File: config.mk
export PLATFORM = sky130hd
export DESIGN_NAME = companion_stat_scheduler
export DESIGN_NICKNAME = d
export VERILOG_FILES = /design/src/rtl/companion_stat_scheduler.sv
export SDC_FILE = /design/constraint.sdc
export NUM_CORES = 1
export LEC_CHECK = 0
export BUFFER_PORTS_ARGS = -buffer_cell sky130_fd_sc_hd__buf_2
export CAP_MARGIN = 20
export CORE_ASPECT_RATIO = 1.25
export CORE_MARGIN = 10
export CORE_UTILIZATION = 60
export CTS_BUF_LIST = sky130_fd_sc_hd__clkbuf_8
export CTS_CLUSTER_DIAMETER = 120
export DETAILED_ROUTE_END_ITERATION = 8
export PLACE_DENSITY = 0.81
export SYNTH_ARGS = -nofsm -noshare
export SYNTH_HDL_FRONTEND = slang
export SYNTH_SLANG_ARGS = --single-unit
File: constraint.sdc
create_clock -name clk -period 3.76 [get_ports clk]
set_clock_uncertainty 0.15 [all_clocks]
set_input_delay 0.376 -clock clk [delete_from_list [all_inputs] [get_ports clk]]
set_output_delay 0.376 -clock clk [all_outputs]
set_load 0.01 [all_outputs]
File: src/rtl/companion_stat_scheduler.sv
`default_nettype none
// companion_stat_scheduler: periodic decay-tick sequencer plus round-robin refresh arbiter
// that keeps every stat's tick/refresh pulses separated by at least one idle cycle.
module companion_stat_scheduler #(
   parameter int NUM_STATS   = 3,
   parameter int TICK_PERIOD = 50_000_000,
   parameter int COOLDOWN    = 1000
) (
   input  logic                 clk,
   input  logic                 rst,
   input  logic                 en,
   input  logic [NUM_STATS-1:0] req,
   output logic [NUM_STATS-1:0] tick,
   output logic [NUM_STATS-1:0] refresh,
   output logic [NUM_STATS-1:0] pending,
   output logic [NUM_STATS-1:0] cooling,
   output logic                 dropped
);

   localparam int                   IDX_W    = (NUM_STATS > 1) ? $clog2(NUM_STATS) : 1;
   localparam logic [0:0]           ST_IDLE  = 1'b0;
   localparam logic [0:0]           ST_SWEEP = 1'b1;
   localparam logic [31:0]          CNT_LAST = 32'(TICK_PERIOD - 1);
   localparam logic [IDX_W-1:0]     IDX_LAST = IDX_W'(NUM_STATS - 1);
   localparam logic [15:0]          CD_LOAD  = 16'(COOLDOWN);
   localparam logic [NUM_STATS-1:0] ONE      = NUM_STATS'(1);

   logic [31:0]          cnt_q, cnt_d;
   logic [0:0]           state_q, state_d;
   logic [IDX_W-1:0]     idx_q, idx_d, idx_inc;
   logic [IDX_W-1:0]     last_q, last_d;
   logic [NUM_STATS-1:0] req_q;
   logic [NUM_STATS-1:0] tick_q, tick_d, tick_next;
   logic [NUM_STATS-1:0] refresh_q, refresh_d;
   logic [NUM_STATS-1:0] pending_q, pending_d;
   logic                 dropped_q, dropped_d;
   logic [15:0]          cd_q [NUM_STATS];

   logic                 wrap;
   logic [NUM_STATS-1:0] eligible, cand, grant, req_edge, accept;
   logic                 grant_found;
   logic [IDX_W-1:0]     grant_idx;

   assign wrap    = en && (cnt_q == CNT_LAST);
   assign idx_inc = idx_q + IDX_W'(1);

   // tick_next announces the tick that will be registered one edge later,
   // so the arbiter can keep a refresh from landing right before it.
   always_comb begin
      cnt_d     = cnt_q;
      state_d   = state_q;
      idx_d     = idx_q;
      tick_d    = '0;
      tick_next = '0;
      if (en) cnt_d = wrap ? 32'd0 : cnt_q + 32'd1;
      case (state_q)
         ST_IDLE: begin
            if (wrap) begin
               state_d   = ST_SWEEP;
               idx_d     = '0;
               tick_next = ONE;
            end
         end
         ST_SWEEP: begin
            tick_d = ONE << idx_q;
            if (idx_q == IDX_LAST) begin
               state_d = ST_IDLE;
               idx_d   = '0;
            end else begin
               idx_d     = idx_inc;
               tick_next = ONE << idx_inc;
            end
         end
         default: state_d = ST_IDLE;
      endcase
   end

   assign eligible = ~(tick_d | tick_next | tick_q | refresh_q);
   assign cand     = pending_q & eligible;

   always_comb begin
      int               j;
      logic [IDX_W-1:0] jdx;
      j           = 0;
      jdx         = '0;
      grant_found = 1'b0;
      grant_idx   = last_q;
      grant       = '0;
      for (int k = 1; k <= NUM_STATS; k++) begin
         j = int'(last_q) + k;
         if (j >= NUM_STATS) j = j - NUM_STATS;
         jdx = IDX_W'(j);
         if (!grant_found && cand[jdx]) begin
            grant_found = 1'b1;
            grant_idx   = jdx;
         end
      end
      if (grant_found) grant = ONE << grant_idx;
   end

   assign req_edge  = req & ~req_q;
   assign accept    = req_edge & ~pending_q & ~cooling;
   assign pending_d = (pending_q & ~grant) | accept;
   assign dropped_d = |(req_edge & ~accept);
   assign refresh_d = grant;
   assign last_d    = grant_found ? grant_idx : last_q;

   always_ff @(posedge clk or negedge rst) begin
      if (!rst) begin
         cnt_q     <= '0;
         state_q   <= ST_IDLE;
         idx_q     <= '0;
         last_q    <= IDX_LAST;
         req_q     <= '0;
         tick_q    <= '0;
         refresh_q <= '0;
         pending_q <= '0;
         dropped_q <= 1'b0;
      end else begin
         cnt_q     <= cnt_d;
         state_q   <= state_d;
         idx_q     <= idx_d;
         last_q    <= last_d;
         req_q     <= req;
         tick_q    <= tick_d;
         refresh_q <= refresh_d;
         pending_q <= pending_d;
         dropped_q <= dropped_d;
      end
   end

   for (genvar i = 0; i < NUM_STATS; i++) begin : g_cooldown
      always_ff @(posedge clk or negedge rst) begin
         if (!rst)             cd_q[i] <= '0;
         else if (grant[i])    cd_q[i] <= CD_LOAD;
         else if (cd_q[i] != 16'd0) cd_q[i] <= cd_q[i] - 16'd1;
      end
      assign cooling[i] = |cd_q[i];
   end

   assign tick    = tick_q;
   assign refresh = refresh_q;
   assign pending = pending_q;
   assign dropped = dropped_q;

endmodule
`default_nettype wire

==> results of run 1 <==
[synth_stat cells, drive strengths merged, types with 3 or more instances]
master  instances  area share
nand3b          3      0.0045
clkbuf          4      0.0030
nand2          25       0.019
buf            11       0.016
xnor2          36       0.063
inv            17       0.013
and2            3      0.0038
or3             5      0.0063
o31ai           3      0.0045
xor2           27       0.048
dfrtp          97        0.49
nor2           53       0.040
and4            4      0.0070
nor4b           3      0.0065
ha              7       0.018
a22oi           4      0.0070
and3            9       0.011
o21ai          23       0.024
nor2b           9       0.011
nand3          20       0.020
or4             3      0.0045
nor3           16       0.018
nor4           14       0.021
a21oi          35       0.044
nand2b         12       0.015
nand4          13       0.016
[how the worst min path moves through the flow]
| stage | endpoint | cells past startpoint |
|---|---|---|
| finish | cnt_q[1] | 2 |
| global route | cnt_q[1] | 2 |
| CTS | cnt_q[1] | 2 |
| detailed placement | cd_q[20] | 1 |
| global placement | cd_q[21] | 1 |
| floorplan | cd_q[0] | 0 |
[flip-flops by register name, summed over array words and instances (netlist names)]
name / cells
state_q: 1
last_q: 2
req_q: 3
pending: 3
refresh: 3
dropped: 1
cnt_q: 32
cd_q: 48
idx_q: 2
tick: 3
[through the flow]
| stage | power [W] | cells |
|---|---|---|
| after global placement | 0.00123 | 593 |
| after detailed placement | 0.00124 | 593 |
| after CTS | 0.00204 | 613 |
| after global routing | 0.00211 | 613 |
| after floorplan | 0.00119 | 489 |
| final | 0.00203 | 613 |
[where the power goes]
part / internal (W) / leakage (nW) / switching [W]
Sequential: 0.00109 / 1.18 / 0.0000366
Combinational: 0.0000410 / 0.927 / 0.0000560
Clock: 0.000442 / 0.117 / 0.000362
[placed cells by master (no fill, tap or decap), drive strengths merged, types with 2 or more instances in the layout]
master,count
dfrtp,97
nor2,53
xnor2,36
a21oi,35
xor2,27
nand2,25
o21ai,23
buf,22
nand3,20
inv,19
nor3,16
nor4,14
nand4,13
nand2b,12
nor2b,9
and3,9
clkbuf,9
ha,7
or3,5
and4,4
dlygate4sd3,4
a22oi,4
nand3b,3
o31ai,3
or4,3
and2,3
bufinv,3
nor4b,3
a21o,2
a221oi,2
o41ai,2
a211oi,2
or3b,2
nand4b,2
clkinvlp,2
or2,2
a31oi,2
[worst reg2reg max path: cells and delay by family (launching register included)]
family                     cells  cell delay, ns
AOI/OAI and AO/OA              5            1.14
DFF                            1            0.56
adders and majority gates      1            0.31
and+or+nand+nor                2            0.45
buffers and inverters          2            0.29
[cells by family (layout without fill, tap and decap cells)]
logic type      Yosys count  after routing  synth area share
xor+xnor                 63             63             0.111
mux                       1              1           0.00226
buf+inv                  32             59            0.0322
flops                    98             98             0.493
fa+ha+maj                 7              7            0.0176
simple gates            200            200             0.219
compound gates           88             88             0.125
[cell type report]
class	instances	area, sq um	area share
clock inverters	7	118	0.0218
inverters	17	66.3	0.0123
flip-flops and latches	98	2450	0.454
multi-input cells	359	2360	0.437
well taps	97	121	0.0224
repair buffers	26	163	0.0301
clock buffers	9	124	0.0229
[metal layers]
metal	track usage	share of wire
met1	0.211	0.42
met2	0.304	0.53
met3	0.0351	0.034
met4	0.0506	0.011
met5	0	0
[timing repair]
action / 4_1_cts / 5_1_grt
resized for setup: 0 / 0
hold endpoints to repair: 57 / 0
hold buffers: 4 / 0
==> out/results.ini, run 1 <==
[run_status]
outcome=finished clean

[setup_path]
crit_path_max_fanout=22
critPathTopFamily=compound AO/OA/AOI/OAI gates
max_stage_delay_ns=0.56
r2r-start=last_q[1]
setup.worst_path.end=cd_q[33]
setup.worst_path.start_class=flip-flop
required_ns=3.86
slowest_stage=dfstp_2
worstSetupPathType=flip-flop to flip-flop
rr_worst_depth=10
cp.depth=10
worstSetupEndpointType=flip-flop
timing.rr.end=cd_q[33]
crit_path_cell_trace=inv_1 -> ha_1 -> nor4b_1 -> a21oi_1 -> a211oi_1 -> a311oi_2 -> a21bo_2 -> nor2_2 -> buf_4 -> a221oi_1
path_buf_inv=2
cp.arrival_ns=3.10
r2r_slack_ns=0.76
critPathLaunch=last_q[1]

[global_route]
grt_start_max_net_pins=57
grt_pass1_vias=3753
grt_first_pass_wirelength_microns=17700
antenna_found_initial=0
overflow=0
track_usage=0.174

[place]
gp_congestion=0.889
placed_area_sq_mm=0.00512
io_buffers=18
dp.final_hpwl_microns=6970
dp_slack_ns=0.820

[clock_network]
numCtsBuffers=9
cts_setup_buffers=0
clk_latency_ns=0.36
cts.sinks=98
cts_tree=yes
htree_levels=3
clk_root_buffer_cell=clkbuf_8
clk_pin_slew_worst_paths_ns=0.10
clock_path_buffers=2

[drt]
viasPerCell=5.91
drt_wl_total_microns=9970
drt.antenna.violating_nets=0
routedWlPerCell_microns=16.3
vias=3625
firstDrtPassIters=4
drt-initial-drc-count=237
drc=0

[finish]
post-route-util=0.664
num_antenna_cells=0
fill_cells=659
drive_above_1_share=0.130
final_nets=524
fin_area_sq_mm=0.00541
syn_to_final_growth_pct=8.68

[floorplan]
die_area_sq_mm=0.0124
io_pins=19
start_util=0.611
die-height_microns=122
row_count=37
core-area_sq_mm=0.00815
die_width_microns=101

[sta]
fin_setup_tns_ns=0
worst_pin_slew_ns=0.720
hold_viol=0
slew_violations=0
fin_crit_ns=3.00
rsz0062_at_grt=false
period_share=0.798
whs_ns=0.121
setup_ws_ns=0.761
fmax_mhz=333
slew_headroom=0.520
setup_viol=0

[synth]
netlist_instances=489
synth-seq-cells=98
synth_edf_count=0
ys.flop_type=dfrtp_1
avgSynthCellArea_sq_um=10.2
synth_cell_types=66
syn-num-nets=502
ys_warn_count=0
synthesis.area_sq_mm=0.00497
synthArstFlopShare=1.00
ys_seq_area_frac=0.493

[power_and_ir_drop]
peakVddDrop_uv=303
p_leak_nw=2.22
p_per_area_mw_per_mm2=375

[flow_run]
cap_violations=0

[hold_path]
worstHoldStart=en
hp-class=input pin to flip-flop

Power figures use the tool's default switching activity.
==> inputs of run 2 (changes only) <==
--- a/config.mk
+++ b/config.mk
@@ -5,6 +5,7 @@
 export SDC_FILE = /design/constraint.sdc
 export NUM_CORES = 1
 export LEC_CHECK = 0
+export ABC_AREA = 1
 export BUFFER_PORTS_ARGS = -buffer_cell sky130_fd_sc_hd__buf_2
 export CAP_MARGIN = 20
 export CORE_ASPECT_RATIO = 1.25
==> constraint.sdc (replaced) <==
create_clock -name clk -period 2.8 [get_ports clk]
set_clock_uncertainty 0.15 [all_clocks]
set_input_delay 0.28 -clock clk [delete_from_list [all_inputs] [get_ports clk]]
set_output_delay 0.28 -clock clk [all_outputs]
set_load 0.01 [all_outputs]
==> run 2 against run 1 <==
Final cell count rose by 36%. Global-route usage shrank 0.55 points. Power grew 39%. Synthesized area rose by 8.5%. Final area rose by 9.7%. Register-to-register slack worse by 0.50 ns. Sequential cell count is the same. Critical endpoint is now cnt_q[30].
==> out/results.ini, run 2 <==
[place]
placed_cells=815
dp.final_hpwl_microns=7750
gp_congestion=0.936
io_buffers=18

[finish]
syn_to_final_growth_pct=9.88
largest-register=cd_q
layout.cells.non_filler=835
reg.largest.list=cd_q: 48 flops, cnt_q: 32 flops
final_common_cell=inv_1
final_cell_mix=inv_1, nand2_1, dfrtp_1
drive_above_1_share=0.134
largest_reg_flops=48
num_antenna_cells=0
final_nets=723

[drt]
drc=0
drt_wl_total_microns=10600
drt.antenna.violating_nets=0
firstDrtPassIters=5
vias=4367
viasPerCell=5.23
drt-initial-drc-count=231
routedWlPerCell_microns=12.7

[synth]
synthArstFlopShare=1.00
netlist_top_cells_count=inv_1, nand2_1, dfrtp_1
synth-seq-cells=98
synth_cell_types=46
synth.most_common_cell=inv_1
ys.flop_type=dfrtp_1
avgSynthCellArea_sq_um=7.98
synth_edf_count=0
yosys.area.top_type=dfrtp_1
netlist_instances=676
syn-num-nets=689
synth_top_area_frac=0.450
ys_seq_area_frac=0.455
ys_warn_count=0
synthesis.area_sq_mm=0.00540
synth_area_leaders=dfrtp_1, inv_1, nand2_1

[power_and_ir_drop]
p_comb_frac=0.099
p_per_area_mw_per_mm2=473
p_clk_frac=0.342
power_w=0.00281
p_leak_nw=3.01
peakVddDrop_uv=390
p_seq_frac=0.559
switchingPower_w=0.000771
p_int_w=0.00203
p_sw_frac=0.275

[setup_path]
path_buf_inv=0
crit_path_cell_trace=ha_1 -> nand2_1 -> nor2_4 -> nand3_2 -> nor3_4 -> nand3_2 -> nor2_2 -> nand2_1 -> nor2_2 -> nand2_2 -> nor4_4 -> nand3_1 -> xor2_1
crit_path_max_fanout=4
worstSetupPathType=flip-flop to flip-flop
critPathTopFamily=simple AND/OR/NAND/NOR gates
max_stage_delay_ns=0.39
setup.worst_path.start_class=flip-flop
required_ns=2.93
cp.depth=13
rr_worst_depth=13
cp.arrival_ns=2.67
worstSetupEndpointType=flip-flop
slowest_stage=dfrtp_1

[floorplan]
core-area_sq_mm=0.00875
row_count=38
die_area_sq_mm=0.0132
die-height_microns=126
start_util=0.617
io_pins=19
die_width_microns=105

[clock_network]
cts.sinks=98
cts_setup_buffers=0
clk_latency_ns=0.38
clk_pin_slew_worst_paths_ns=0.10
htree_levels=3
clock_path_buffers=2
numCtsBuffers=9
cts_tree=yes
clk_root_buffer_cell=clkbuf_8

[global_route]
track_usage=0.169
use_met1=0.195
top_usage_layer=met2
grt_start_max_net_pins=52
grt_first_pass_wirelength_microns=19100
overflow=0
antenna_found_initial=0
met3_usage=0.0214
grt_pass1_vias=4453
gr-usage-met2=0.299

[hold_path]
min_path_cells=2
hp-class=input pin to flip-flop

[sta]
fin_crit_ns=2.54
setup_viol=0
whs_ns=0.105
slew_headroom=0.488
slew_violations=0
rsz0062_at_grt=false
fmax_mhz=394
fin_setup_tns_ns=0
worst_pin_slew_ns=0.761
period_share=0.906
hold_viol=0

[run_status]
outcome=finished clean

[flow_run]
cap_violations=0

run 2: changes by cell type in the layout (fill, tap and decap cells not counted), sizes merged, moves of 4 or more:
cell | previous run | this run
inv | 19 | 134
a21oi | 35 | 23
nand2b | 12 | 0
nand2 | 25 | 136
and4 | 4 | 0
and3 | 9 | 0
nand3 | 20 | 41
nor3 | 16 | 26
xnor2 | 36 | 9
nor2 | 53 | 91
nor2b | 9 | 0
run 2: cell type report:
| class | instances | area, sq um |
|---|---|---|
| fillers | 740 | 2820 |
| flip-flops and latches | 98 | 2450 |
| multi-input cells | 438 | 2410 |
| inverters | 135 | 508 |
| repair buffers | 28 | 190 |
| clock buffers | 11 | 151 |
| well taps | 120 | 150 |
| clock inverters | 5 | 62.6 |
run 2: repair_timing:
action                     4_1_cts  5_1_grt
setup endpoints to repair        0       39
hold buffers                     4        0
resized for setup                0        5
hold endpoints to repair        69        0
run 2: path summary, 6_finish.rpt:
path                                from         to  slack (ns)
max in group asynchronous            rst   cd_q[10]        1.67
worst max register to register  cnt_q[0]  cnt_q[30]        0.26
worst max-delay path            cnt_q[0]  cnt_q[30]        0.26
worst min-delay path                  en  cnt_q[31]        0.10
worst min register to register  idx_q[0]    tick[0]        0.32
min in group asynchronous            rst   cd_q[30]        0.16
run 2: worst register-to-register path, cell delays in order, from the launching register on:
cell and delay [ns]:
dfrtp_1 0.39, ha_1 0.23, nand2_1 0.12, nor2_4 0.16, nand3_2 0.12, nor3_4 0.18
nand3_2 0.14, nor2_2 0.12, nand2_1 0.11, nor2_2 0.16, nand2_2 0.11, nor4_4 0.18
nand3_1 0.12, xor2_1 0.15
run 2: logic make-up (layout without fill, tap and decap cells):
logic type / Yosys count / in the layout / synth area share
simple gates: 329 / 329 / 0.296
flops: 98 / 98 / 0.455
buf+inv: 140 / 179 / 0.102
compound gates: 63 / 63 / 0.0675
fa+ha+maj: 7 / 7 / 0.0162
xor+xnor: 39 / 39 / 0.0633
run 2: stage by stage:
stage                     utilization  instance area (sq um)  setup slack [ns]
after global routing            0.678                   5930            0.0218
after floorplan                     -                   5400             0.456
after global placement          0.646                   5650             0.157
after detailed placement        0.646                   5650             0.211
after CTS                       0.675                   5910             0.170
final                           0.678                   5930             0.262
run 2: power by group through the flow:
stage	clock [W]	sequential (W)	combinational, W
2_1_floorplan	0	0.00158	0.000193
3_3_place_gp	0	0.00159	0.000259
3_5_place_dp	0	0.00159	0.000267
4_1_cts	0.000982	0.00157	0.000275
5_1_grt	0.00103	0.00158	0.000324
6_report	0.000960	0.00157	0.000279
run 2: per-layer routing:
metal	vias to the layer above	routed length [microns]	part of all wire
li1	2189	-	-
met1	2082	4640	0.44
met2	78	5390	0.51
met3	18	295	0.028
met4	0	247	0.023
met5	-	0	0
==> inputs of run 3 (changes only) <==
--- a/config.mk
+++ b/config.mk
@@ -10,11 +10,11 @@
 export CAP_MARGIN = 20
 export CORE_ASPECT_RATIO = 1.25
 export CORE_MARGIN = 10
-export CORE_UTILIZATION = 60
+export CORE_UTILIZATION = 55
 export CTS_BUF_LIST = sky130_fd_sc_hd__clkbuf_8
 export CTS_CLUSTER_DIAMETER = 120
 export DETAILED_ROUTE_END_ITERATION = 8
-export PLACE_DENSITY = 0.81
+export PLACE_DENSITY = 0.75
 export SYNTH_ARGS = -nofsm -noshare
 export SYNTH_HDL_FRONTEND = slang
 export SYNTH_SLANG_ARGS = --single-unit
==> constraint.sdc (replaced) <==
create_clock -name clk -period 2.8 [get_ports clk]
set_clock_uncertainty 0.15 [all_clocks]
set_input_delay 0.28 -clock clk [delete_from_list [all_inputs] [get_ports clk]]
set_output_delay 0.28 -clock clk [all_outputs]
set_load 0.05 [all_outputs]
==> run 3 against run 2 <==
Clock power down 2.7%. Highest routed layer unchanged. Register-to-register slack worse by 0.13 ns. Worst hold slack worse by 0.0060 ns. Combinational power up 2%. Count of clock-buffer cells in the layout down 1. Critical path type unchanged. Sequential power about the same.
==> out/results.ini, run 3 (same netlist as run 2, synthesis figures left out) <==
[run_status]
outcome=finished clean

[global_route]
grt_pass1_vias=4424
overflow=0
antenna_found_initial=0
grt_first_pass_wirelength_microns=19600
grt_start_max_net_pins=55
track_usage=0.168

[setup_path]
crit_path_cell_trace=inv_1 -> ha_2 -> inv_1 -> a31oi_1 -> nand2_2 -> nand2_4 -> nand2_1 -> nor2_2 -> nor3_4 -> buf_12 -> nor2_4 -> buf_2 -> nor2_1
required_ns=2.92
cp_common_cell=inv_1
path_buf_inv=4
setup.worst_path.start_class=flip-flop
r2r_slack_ns=0.13
cp.arrival_ns=2.78
crit_path_max_fanout=7
max_stage_delay_ns=0.56
slowest_stage=dfstp_2
critPathTopFamily=simple AND/OR/NAND/NOR gates
worstSetupEndpointType=flip-flop
worstSetupPathType=flip-flop to flip-flop

[place]
placed_area_sq_mm=0.00566
dp_slack_ns=0.213
gp_congestion=0.874
placed_cells=821
io_buffers=18
dp.final_hpwl_microns=8030

[finish]
fin_area_sq_mm=0.00604
seq_area_sq_mm=0.00245
largest_reg_flops=48
drive_above_1_share=0.149
final_common_cell=inv_1
final_nets=728
final_cell_mix=inv_1, nand2_1, dfrtp_1
layout.cells.non_filler=845
syn_to_final_growth_pct=11.9
reg.largest.list=cd_q: 48 flops, cnt_q: 32 flops
fill_cells=825
multi_input_area_sq_mm=0.00248
num_antenna_cells=0
largest-register=cd_q

[sta]
hold_viol=0
fin_crit_ns=2.67
fmax_mhz=375
whs_ns=0.0987
setup_viol=0
slew_headroom=0.654
setup_ws_ns=0.131
slew_violations=0
period_share=0.953
worst_pin_slew_ns=0.515

[floorplan]
row_count=40
core-area_sq_mm=0.00961
die_width_microns=109
die_area_sq_mm=0.0142
start_util=0.561
io_pins=19
die-height_microns=131

[drt]
routedWlPerCell_microns=13.3
drc=0
vias=4374
drt_wl_total_microns=11300
firstDrtPassIters=4
drt-initial-drc-count=165
viasPerCell=5.18
drt.antenna.violating_nets=0

[clock_network]
cts.sinks=98
htree_levels=3
clock_path_buffers=2
clk_root_buffer_cell=clkbuf_8
clk_latency_ns=0.37
cts_tree=yes
numCtsBuffers=9
clk_pin_slew_worst_paths_ns=0.09

[power_and_ir_drop]
peakVddDrop_uv=325
p_leak_nw=3.03
p_per_area_mw_per_mm2=462

[hold_path]
hp-class=input pin to flip-flop

[flow_run]
cap_violations=0

==> run 3: report_power, final <==
group | internal (W) | leakage [nW] | switching, W
combinational | 0.0000912 | 1.79 | 0.000192
sequential | 0.00148 | 1.15 | 0.0000901
clock | 0.000432 | 0.0999 | 0.000503
total | 0.00201 | 3.03 | 0.000785
==> run 3: timing repair <==
item	4_1_cts	5_1_grt
setup endpoints to repair	0	35
buffers inserted	0	2
hold buffers	4	0
hold endpoints to repair	100	0
gates resized for setup	0	21
==> run 3: per-stage QoR <==
stage,setup TNS (ns),power [W],util
3_5_place_dp,0,0.00187,0.589
5_1_grt,-0.251,0.00294,0.629
3_3_place_gp,0,0.00186,0.589
6_report,0,0.00279,0.629
2_1_floorplan,0,0.00178,-
4_1_cts,0,0.00280,0.613
==> run 3: worst paths after layout <==
check / endpoint / from / cells past startpoint
max: cd_q[29] / last_q[1] / 13
min: cnt_q[0] / en / 2
max reg2reg: cd_q[29] / last_q[1] / 13
min reg2reg: tick[0] / idx_q[0] / 1
max in group asynchronous: cd_q[3] / rst / 3
min in group asynchronous: cd_q[28] / rst / 2
==> run 3: layout make-up <==
class,instances,share of cell area
clock buffer,10,0.0228
clock inverter,5,0.00912
inverter,135,0.0847
multi-input combinational,440,0.411
sequential,98,0.406
tap,126,0.0261
timing repair buffer,31,0.0396
==> run 3: worst register-to-register path, stage by stage (launching register included) <==
cell,delay [ns]
dfstp_2,0.56
inv_1,0.06
ha_2,0.39
inv_1,0.10
a31oi_1,0.20
nand2_2,0.12
nand2_4,0.13
nand2_1,0.11
nor2_2,0.18
nor3_4,0.07
buf_12,0.14
nor2_4,0.11
buf_2,0.20
nor2_1,0.06
==> run 3: per-layer routing <==
layer | share of wire | vias up | global-route usage
met2 | 0.52 | 55 | 0.299
li1 | - | 2197 | -
met1 | 0.44 | 2107 | 0.196
met5 | 0 | - | 0
met3 | 0.027 | 15 | 0.0230
met4 | 0.017 | 0 | 0.0738
